<file path="config.mk">
export PLATFORM = sky130hd
export DESIGN_NAME = vend_controller
export DESIGN_NICKNAME = d
export VERILOG_FILES = /design/src/rtl/vend_pkg.sv /design/src/rtl/vend_change_unit.sv /design/src/rtl/vend_controller.sv
export SDC_FILE = /design/constraint.sdc
export NUM_CORES = 1
export LEC_CHECK = 0
export BUFFER_PORTS_ARGS = -buffer_cell sky130_fd_sc_hd__clkbuf_2
export CORE_ASPECT_RATIO = 1.4
export CORE_MARGIN = 2
export CORE_UTILIZATION = 40
export CTS_CLUSTER_SIZE = 10
export DETAILED_ROUTE_END_ITERATION = 10
export GPL_TIMING_DRIVEN = 0
export SYNTH_ARGS = -nofsm -noshare
export SYNTH_HDL_FRONTEND = slang
export SYNTH_HIERARCHICAL = 1
export SYNTH_SLANG_ARGS = --single-unit
export TNS_END_PERCENT = 30
</file>
<file path="constraint.sdc">
create_clock -name clk -period 6.05 [get_ports clk]
set_clock_uncertainty 0.15 [all_clocks]
set_input_delay 0.605 -clock clk [delete_from_list [all_inputs] [get_ports clk]]
set_output_delay 0.605 -clock clk [all_outputs]
set_load 0.05 [all_outputs]
</file>
<file path="src/rtl/vend_pkg.sv">
// Shared types and coin constants for the multi-item vending controller.
package vend_pkg;

  typedef enum logic [1:0] {
    IDLE,
    DISPENSE,
    CHANGE
  } state_t;

  typedef enum logic [1:0] {
    COIN_NICKEL,
    COIN_DIME,
    COIN_QUARTER,
    COIN_DOLLAR
  } coin_t;

  localparam int unsigned VAL_NICKEL  = 5;
  localparam int unsigned VAL_DIME    = 10;
  localparam int unsigned VAL_QUARTER = 25;
  localparam int unsigned VAL_DOLLAR  = 100;

  function automatic logic [6:0] coin_value(coin_t c);
    logic [6:0] v;
    unique case (c)
      COIN_NICKEL:  v = 7'(VAL_NICKEL);
      COIN_DIME:    v = 7'(VAL_DIME);
      COIN_QUARTER: v = 7'(VAL_QUARTER);
      default:      v = 7'(VAL_DOLLAR);
    endcase
    return v;
  endfunction

endpackage

</file>
<file path="src/rtl/vend_change_unit.sv">
// Greedy change selector: picks the largest coin not exceeding credit
// and returns the credit left after ejecting it.
module vend_change_unit
  import vend_pkg::*;
#(
  parameter int CREDIT_W = 8
) (
  input  logic [CREDIT_W-1:0] credit,
  output logic                give_q,
  output logic                give_d,
  output logic                give_n,
  output logic [CREDIT_W-1:0] credit_next
);

  localparam logic [CREDIT_W-1:0] Q = CREDIT_W'(VAL_QUARTER);
  localparam logic [CREDIT_W-1:0] D = CREDIT_W'(VAL_DIME);
  localparam logic [CREDIT_W-1:0] N = CREDIT_W'(VAL_NICKEL);

  logic ge_q, ge_d, ge_n;

  assign ge_q = credit >= Q;
  assign ge_d = credit >= D;
  assign ge_n = credit >= N;

  always_comb begin
    give_q      = 1'b0;
    give_d      = 1'b0;
    give_n      = 1'b0;
    credit_next = credit;
    unique case (1'b1)
      ge_q: begin
        give_q      = 1'b1;
        credit_next = credit - Q;
      end
      ge_d && !ge_q: begin
        give_d      = 1'b1;
        credit_next = credit - D;
      end
      ge_n && !ge_d: begin
        give_n      = 1'b1;
        credit_next = credit - N;
      end
      default: ;
    endcase
  end

endmodule

</file>
<file path="src/rtl/vend_controller.sv">
// Multi-item vending controller: credit, programmable prices,
// dispenser handshake with timeout, and one-coin-per-cycle change.
module vend_controller
  import vend_pkg::*;
#(
  parameter  int NUM_ITEMS     = 4,
  parameter  int CREDIT_W      = 8,
  parameter  int DEFAULT_PRICE = 75,
  parameter  int TIMEOUT_CYC   = 1000,
  localparam int IW = (NUM_ITEMS > 1) ? $clog2(NUM_ITEMS) : 1,
  localparam int TW = (TIMEOUT_CYC > 1) ? $clog2(TIMEOUT_CYC) : 1
) (
  input  logic                clk,
  input  logic                rst,
  input  logic                coin_valid,
  input  logic [1:0]          coin_type,
  input  logic                sel_valid,
  input  logic [IW-1:0]       sel_item,
  input  logic                cancel,
  input  logic                cfg_we,
  input  logic [IW-1:0]       cfg_addr,
  input  logic [CREDIT_W-1:0] cfg_price,
  input  logic                disp_ack,
  output logic                disp_req,
  output logic [IW-1:0]       disp_item,
  output logic                change_q,
  output logic                change_d,
  output logic                change_n,
  output logic [CREDIT_W-1:0] credit,
  output logic                busy,
  output logic                sel_nack,
  output logic                coin_reject,
  output logic                vend_done,
  output logic                fault
);

  state_t              state;
  logic [CREDIT_W-1:0] prices [NUM_ITEMS];
  logic [TW-1:0]       timer;
  logic [CREDIT_W:0]   coin_sum;
  logic [CREDIT_W-1:0] left;
  logic                sel_ok, cfg_ok;
  logic                cq, cd, cn;
  logic [CREDIT_W-1:0] chg_credit;

  vend_change_unit #(.CREDIT_W(CREDIT_W)) u_change (
    .credit      (credit),
    .give_q      (cq),
    .give_d      (cd),
    .give_n      (cn),
    .credit_next (chg_credit)
  );

  // Extra top bit flags a sum beyond MAX_CREDIT
  assign coin_sum = {1'b0, credit}
                  + (CREDIT_W+1)'(coin_value(coin_t'(coin_type)));
  assign sel_ok   = (32'(sel_item) < NUM_ITEMS)
                  && (credit >= prices[sel_item]);
  assign cfg_ok   = 32'(cfg_addr) < NUM_ITEMS;
  assign left     = credit - prices[disp_item];
  assign disp_req = state == DISPENSE;
  assign busy     = state != IDLE;

  always_ff @(posedge clk) begin
    if (rst) begin
      state       <= IDLE;
      credit      <= '0;
      timer       <= '0;
      disp_item   <= '0;
      change_q    <= 1'b0;
      change_d    <= 1'b0;
      change_n    <= 1'b0;
      sel_nack    <= 1'b0;
      coin_reject <= 1'b0;
      vend_done   <= 1'b0;
      fault       <= 1'b0;
      for (int i = 0; i < NUM_ITEMS; i++)
        prices[i] <= CREDIT_W'(DEFAULT_PRICE);
    end else begin
      change_q    <= 1'b0;
      change_d    <= 1'b0;
      change_n    <= 1'b0;
      sel_nack    <= 1'b0;
      coin_reject <= 1'b0;
      vend_done   <= 1'b0;
      fault       <= 1'b0;
      unique case (state)
        IDLE: begin
          if (cancel) begin
            coin_reject <= coin_valid;
            if (credit != '0)
              state <= CHANGE;
          end else if (sel_valid && sel_ok) begin
            coin_reject <= coin_valid;
            disp_item   <= sel_item;
            timer       <= '0;
            state       <= DISPENSE;
          end else begin
            sel_nack <= sel_valid;
            if (coin_valid) begin
              if (coin_sum[CREDIT_W])
                coin_reject <= 1'b1;
              else
                credit <= coin_sum[CREDIT_W-1:0];
            end else if (cfg_we && !sel_valid
                         && credit == '0 && cfg_ok) begin
              prices[cfg_addr] <= cfg_price;
            end
          end
        end
        DISPENSE: begin
          coin_reject <= coin_valid;
          if (disp_ack) begin
            vend_done <= 1'b1;
            if (left >= CREDIT_W'(VAL_NICKEL)) begin
              credit <= left;
              state  <= CHANGE;
            end else begin
              credit <= '0;
              state  <= IDLE;
            end
          end else if (timer == TW'(TIMEOUT_CYC-1)) begin
            fault <= 1'b1;
            state <= CHANGE;
          end else begin
            timer <= timer + 1'b1;
          end
        end
        CHANGE: begin
          coin_reject <= coin_valid;
          change_q    <= cq;
          change_d    <= cd;
          change_n    <= cn;
          // Sub-nickel remainder is forfeited on exit
          if (cq || cd || cn) begin
            credit <= chg_credit;
          end else begin
            credit <= '0;
            state  <= IDLE;
          end
        end
        default: state <= IDLE;
      endcase
    end
  end

endmodule

</file>
# Word level (Yosys, flattened, before mapping)
# Memory sizes are Yosys's and may differ from the RTL's. A register that Yosys moved wholly into a read port is not among the register bits.
# Index checks and enable logic that the tools add are counted.
totals:
  register_bits: 29
  mem_bits_rw: 32
  output_inout_bits: 19
  memories: 1
memory_table:
  columns: ["name", "words", "word_bits", "read_ports", "rd_clocked_by_memory_dff", "wr", "line_no", "source"]
  rows:
  - ["prices", 4, 8, 2, 1, 4, "vend_controller.sv:38", "logic [CREDIT_W-1:0] prices [NUM_ITEMS];"]
op_classes:
  add_sub_neg: 6
  magnitude_cmp: 5
  n_eq_ne: 18
  n_mux: 47
  bitwise_logic: 4
  reduce_logical: 27
op_table:
  columns: ["op", "n"]
  rows:
  - ["$mux 8", 8]
  - ["$pmux 8 s3", 2]
  - ["$mux 10", 4]
  - ["$pmux 7 s3", 1]
  - ["$mux 2", 10]
  - ["$pmux 10 s2", 1]
  - ["$mux 1", 19]
  - ["$ne 2x2->1 const B", 9]
  - ["$ge 8x3->1 const B", 2]
  - ["$add 10x1->10 const B", 1]
  - ["$eq 10x10->1 const B", 1]
  - ["$add 8x7->9", 1]
  - ["$ge 8x4->1 const B", 1]
  - ["$ge 8x5->1 const B", 1]
  - ["$ge 8x8->1", 1]
  - ["$logic_not 8->1", 1]
  - ["$reduce_bool 8->1", 1]
  - ["$reduce_or 8->1", 1]
  - ["$sub 8x3->8 const B", 1]
  - ["$sub 8x4->8 const B", 1]
  - ["$sub 8x5->8 const B", 1]
  - ["$sub 8x8->8", 1]
  - ["$reduce_and 7->1", 1]
  - ["$ne 3x3->1 const B", 2]
  - ["other kinds (19)", 35]

# Longest topological paths before layout
depth:
  ltp_word: 12
  mapped_depth: 12

# Cells and area by module
# The synthesis kept the hierarchy.
modules_own_cells:
  columns: ["module", "instances", "cells_each", "area_per_inst_um2", "seq_area_each_um2"]
  rows:
  - ["vend_controller", 1, 402, 4103.9, 1581.5]
  - ["vend_change_unit", 1, 85, 631.9, 0.0]

# Worst setup path after synthesis
# Ideal clock, no wire load.
synth_path:
  kind: "reg-to-reg"
  from: "register credit[1]"
  to: "register credit[4]"
  setup_ps: 71
  arrival_ps: 3309
  path_slack_ps: 2521
  stages_incl_launch_ff: 10
  path_buffers: 1
  synth_period_minus_slack_ps: 3529
  path_cell_list: "dfxtp_1 inv_1 ha_1 or3b_1 a2111oi_4 o31a_1 clkbuf_1 a22oi_1 a211o_1 a21oi_1"
synth_between:
  elab_chain_len: 8
  elab_cells_between_ends: 33
synth_lines:
  columns: ["item", "line_no", "source"]
  rows:
  - ["from (decl)", "vend_controller.sv:29", "output logic [CREDIT_W-1:0] credit,"]
  - ["from (signal assigned)", "vend_controller.sv:104", "credit <= coin_sum[CREDIT_W-1:0];"]
  - ["from (signal assigned)", "vend_controller.sv:116", "credit <= left;"]
  - ["from (signal assigned)", "vend_controller.sv:136", "credit <= chg_credit;"]
  - ["$ge 8x5->1", "vend_change_unit.sv:21", "assign ge_q = credit >= Q;"]
  - ["$logic_not 1->1", "vend_change_unit.sv:35", "ge_d && !ge_q: begin"]
  - ["$logic_and 1x1->1 (*)", "vend_change_unit.sv:35", null]
  - ["$mux 1 (*)", "vend_change_unit.sv:30", "unique case (1'b1)"]
  - ["via cd", "vend_controller.sv:43", "logic cq, cd, cn;"]
  - ["$logic_or 1x1->1 (*) (2 in series)", "vend_controller.sv:135", "if (cq || cd || cn) begin"]
  - ["$ne 5x2->1 (no line) / $mux 8 (equally long branches)", null, null]
  - ["$reduce_and 7->1 (no line) / $pmux 8 s3 (equally long branches)", null, null]
# The timed path passes the listed nets; every way through them passes the cells marked *. The select of a mux whose other input is x is not followed.
# A chain may end at the register's enable or synchronous reset.

# Worst setup path after layout
# Same ends and word-level chain as after synthesis.

==> results by group <==
Timing
  – Slew margin rel.: 50.79%
  – Final period util: 64.16%
  – F_max: 0.2576 GHz
  – RSZ-0062 raised after global routing: false
  – Slew Limit Fails: 0
  – Slew of the pin with the lowest slew margin: 0.7382 ns
  – Final Hold Fails: 0
  – Final min period: 3.882 ns
  – Worst Hold Margin: 0.3140 ns
  – # setup viols final: 0
  – Setup_tns: 0 ns

Drt
  – DRC: 0
  – Detailed-route vias per instance: 5.681
  – Routed wire per std cell: 17.09 um
  – First drt pass iteration count: 4
  – Drt first-iter violations: 135
  – Routed via count: 3903
  – Post-route ant nets: 0
  – Routed wire length: 11740 um

CTS
  – Max Buffers Root-to-Sink: 2
  – H-Tree Depth: 3
  – Hold_buf cts: 0
  – Worst-path clk slew: 0.05 ns
  – CTS root buf: clkbuf_16
  – Worst-Skew Late Latency: 0.34 ns
  – Post-CTS Setup Inserts: 0
  – CTS buffer count: 9
  – Number of clock sinks: 63
  – CTS tree: yes
  – Post-CTS resize count: 0

Run status
  – Outcome: finished clean

Logic synthesis
  – Async set-reset flop share out of synthesis: 0%
  – Syn_nets: 547
  – Primary FF master, synth: edfxtp_1
  – Post-synthesis cell area: 4736 um2
  – Yosys reg bits: 63
  – Yosys top cell by area: edfxtp_1
  – YS warnings: 6
  – Post-synthesis sequential area ratio: 33.39%
  – Top cell type's share of synthesized area: 20.29%
  – Synth Instances: 487
  – Synth cell types: 74
  – Cells taking the most area after synthesis: edfxtp_1 20%, dfxtp_1 13%, ha_1 9.8%, mux4_2 7.6%, a21oi_1 3.9%
  – Syn_area_per_cell: 9.724 um2
  – Post-synth EDFFs: 32

Cells and area
  – Layout fillers: 1118
  – Diodes inserted: 0
  – Area grow syn2layout: 15.59%
  – Fraction of layout cells with a size suffix above 1: 19.07%
  – Final Instance Area: 5474 um2
  – NumNets Final: 595
  – Most frequent cells in the layout: 37 x a21oi_1, 37 x ha_1, 37 x clkbuf_2

Global routing
  – First-pass GRT wire length: 19560 um
  – Tot GR Track Use: 19.73%
  – Vias in the first global route: 3914
  – Initial antenna violation count: 0
  – Pin count of the biggest net entering global routing: 18
  – Grt total ovfl: 0

Power
  – Lkg Pwr: 2.109 nW
  – Combinational share of power: 51.5%
  – Sequential share of power: 23.4%
  – Sw Share: 44.13%
  – Power per cell area: 467.6 nW/um2
  – Clk network pwr share: 25.1%
  – Pint: 0.001430 W
  – Worst vdd ir: 0.0003153 V
  – Sw power: 0.001130 W

Placement
  – IO buf count: 37
  – Placer Congestion: 0.8878
  – Placed inst area: 5105 um2
  – Hpwl dp: 9047 um

Setup path
  – Slowest CP cell: dfxtp_1
  – Setup crit start kind: flip-flop
  – Max incr delay on CP: 0.74 ns
  – Crit-path cells: inv_1, ha_1, or3b_1, a2111oi_4, o31a_1, clkbuf_1, a22oi_1, a211o_1, a21oi_1
  – Critical path endpoint category: flip-flop
  – Setup CP Type: reg -> reg
  – Worst-path fanout max: 17
  – Crit path DAT: 4.00 ns
  – Crit path required time: 6.16 ns

Floorplan
  – Core box area: 11700 um2
  – Initial Util: 40.47%
  – Horiz. Die Dim: 95.96 um
  – # rows: 47
  – Die area: 12740 um2
  – Die height: 132.7 um
  – I/O pin count: 40

Job
  – Max_cap viols: 0

Hold path
  – Worst hold path class: in -> reg
## final timing paths
path | from | endpoint | slack, ns | cells past startpoint
worst min register to register | timer[8] | timer[8] | 0.34 | 2
worst min-delay path | disp_ack | fault | 0.31 | 2
worst max register to register | credit[1] | credit[4] | 2.17 | 9
worst max-delay path | credit[1] | credit[4] | 2.17 | 9
## registers in the layout, indices dropped and copies added, names as in the netlist, named ones only
name,cells
prices,32
timer,10
credit,8
disp_item,2
state,2
change_d,1
change_n,1
change_q,1
coin_reject,1
fault,1
sel_nack,1
vend_done,1
## power groups by stage
stage / combinational [W] / sequential [W] / clock [W]
after CTS: 0.00132 / 0.000599 / 0.000654
after floorplan: 0.000924 / 0.000662 / 0
after detailed placement: 0.00131 / 0.000608 / 0
final: 0.00132 / 0.000598 / 0.000643
after global placement: 0.00129 / 0.000606 / 0
after global routing: 0.00145 / 0.000606 / 0.000671
## worst max-delay path: cells and delay by family, from the launching register on
family                     cells  cell delay [ns]
buffers and inverters          2             0.68
adders and majority gates      1             0.33
DFF                            1             0.74
AOI/OAI and AO/OA              5             1.44
and+or+nand+nor                1             0.46
## cells in the mapped netlist, types with 4 or more instances
master,n
a21oi_1,37
ha_1,37
inv_1,35
edfxtp_1,32
dfxtp_1,31
nor2_1,31
and2_1,24
nand2b_1,24
nand2_1,23
o21ai_0,18
mux4_2,16
nand3_1,11
buf_2,9
xor2_1,9
clkbuf_1,8
a211oi_1,7
o31ai_1,7
or4_1,7
nor2b_1,6
nor3_1,6
o211ai_1,5
a21o_1,4
a221o_1,4
a311oi_1,4
mux2i_1,4
nor4_1,4
o21a_1,4
o22ai_1,4
or2_2,4
or4b_2,4
## logic make-up after synthesis
kind of cell / share of synthesized area [%]
adder cells (fa/ha/maj): 10.62
XOR/XNOR: 2.219
flip-flops: 33.40
AO/OA/AOI/OAI: 19.31
buffers and inverters: 5.310
multiplexers: 8.930
AND/OR/NAND/NOR: 20.21
## through the flow
step,setup slack (ns),instances,power (W),util [%]
after global placement,2.006,671,0.001896,43.62
final,2.168,687,0.002560,46.78
after global routing,1.952,687,0.002729,46.78
after floorplan,2.521,487,0.001586,-
after detailed placement,1.967,671,0.001917,43.62
after CTS,2.150,687,0.002569,46.78
## layer usage
layer / vias up / part of all wire (%) / global-route usage, %
li1: 1923 / - / -
met1: 1889 / 43 / 24.13
met5: - / 0 / 0
met4: 0 / 2.1 / 6.587
met3: 17 / 3.1 / 3.759
met2: 74 / 52 / 34.23
## layout make-up
type / count / area, um2 / area share (%)
Buffer: 23 / 116.4 / 2.126
Clock buffer: 9 / 225.2 / 4.114
Clock inverter: 7 / 143.9 / 2.629
Inverter: 36 / 135.1 / 2.469
Multi-Input combinational cell: 365 / 2903 / 53.03
Sequential cell: 63 / 1582 / 28.89
Tap cell: 147 / 183.9 / 3.360
Timing Repair Buffer: 37 / 185.2 / 3.383
Note: power is estimated with default switching activity, not from simulation.
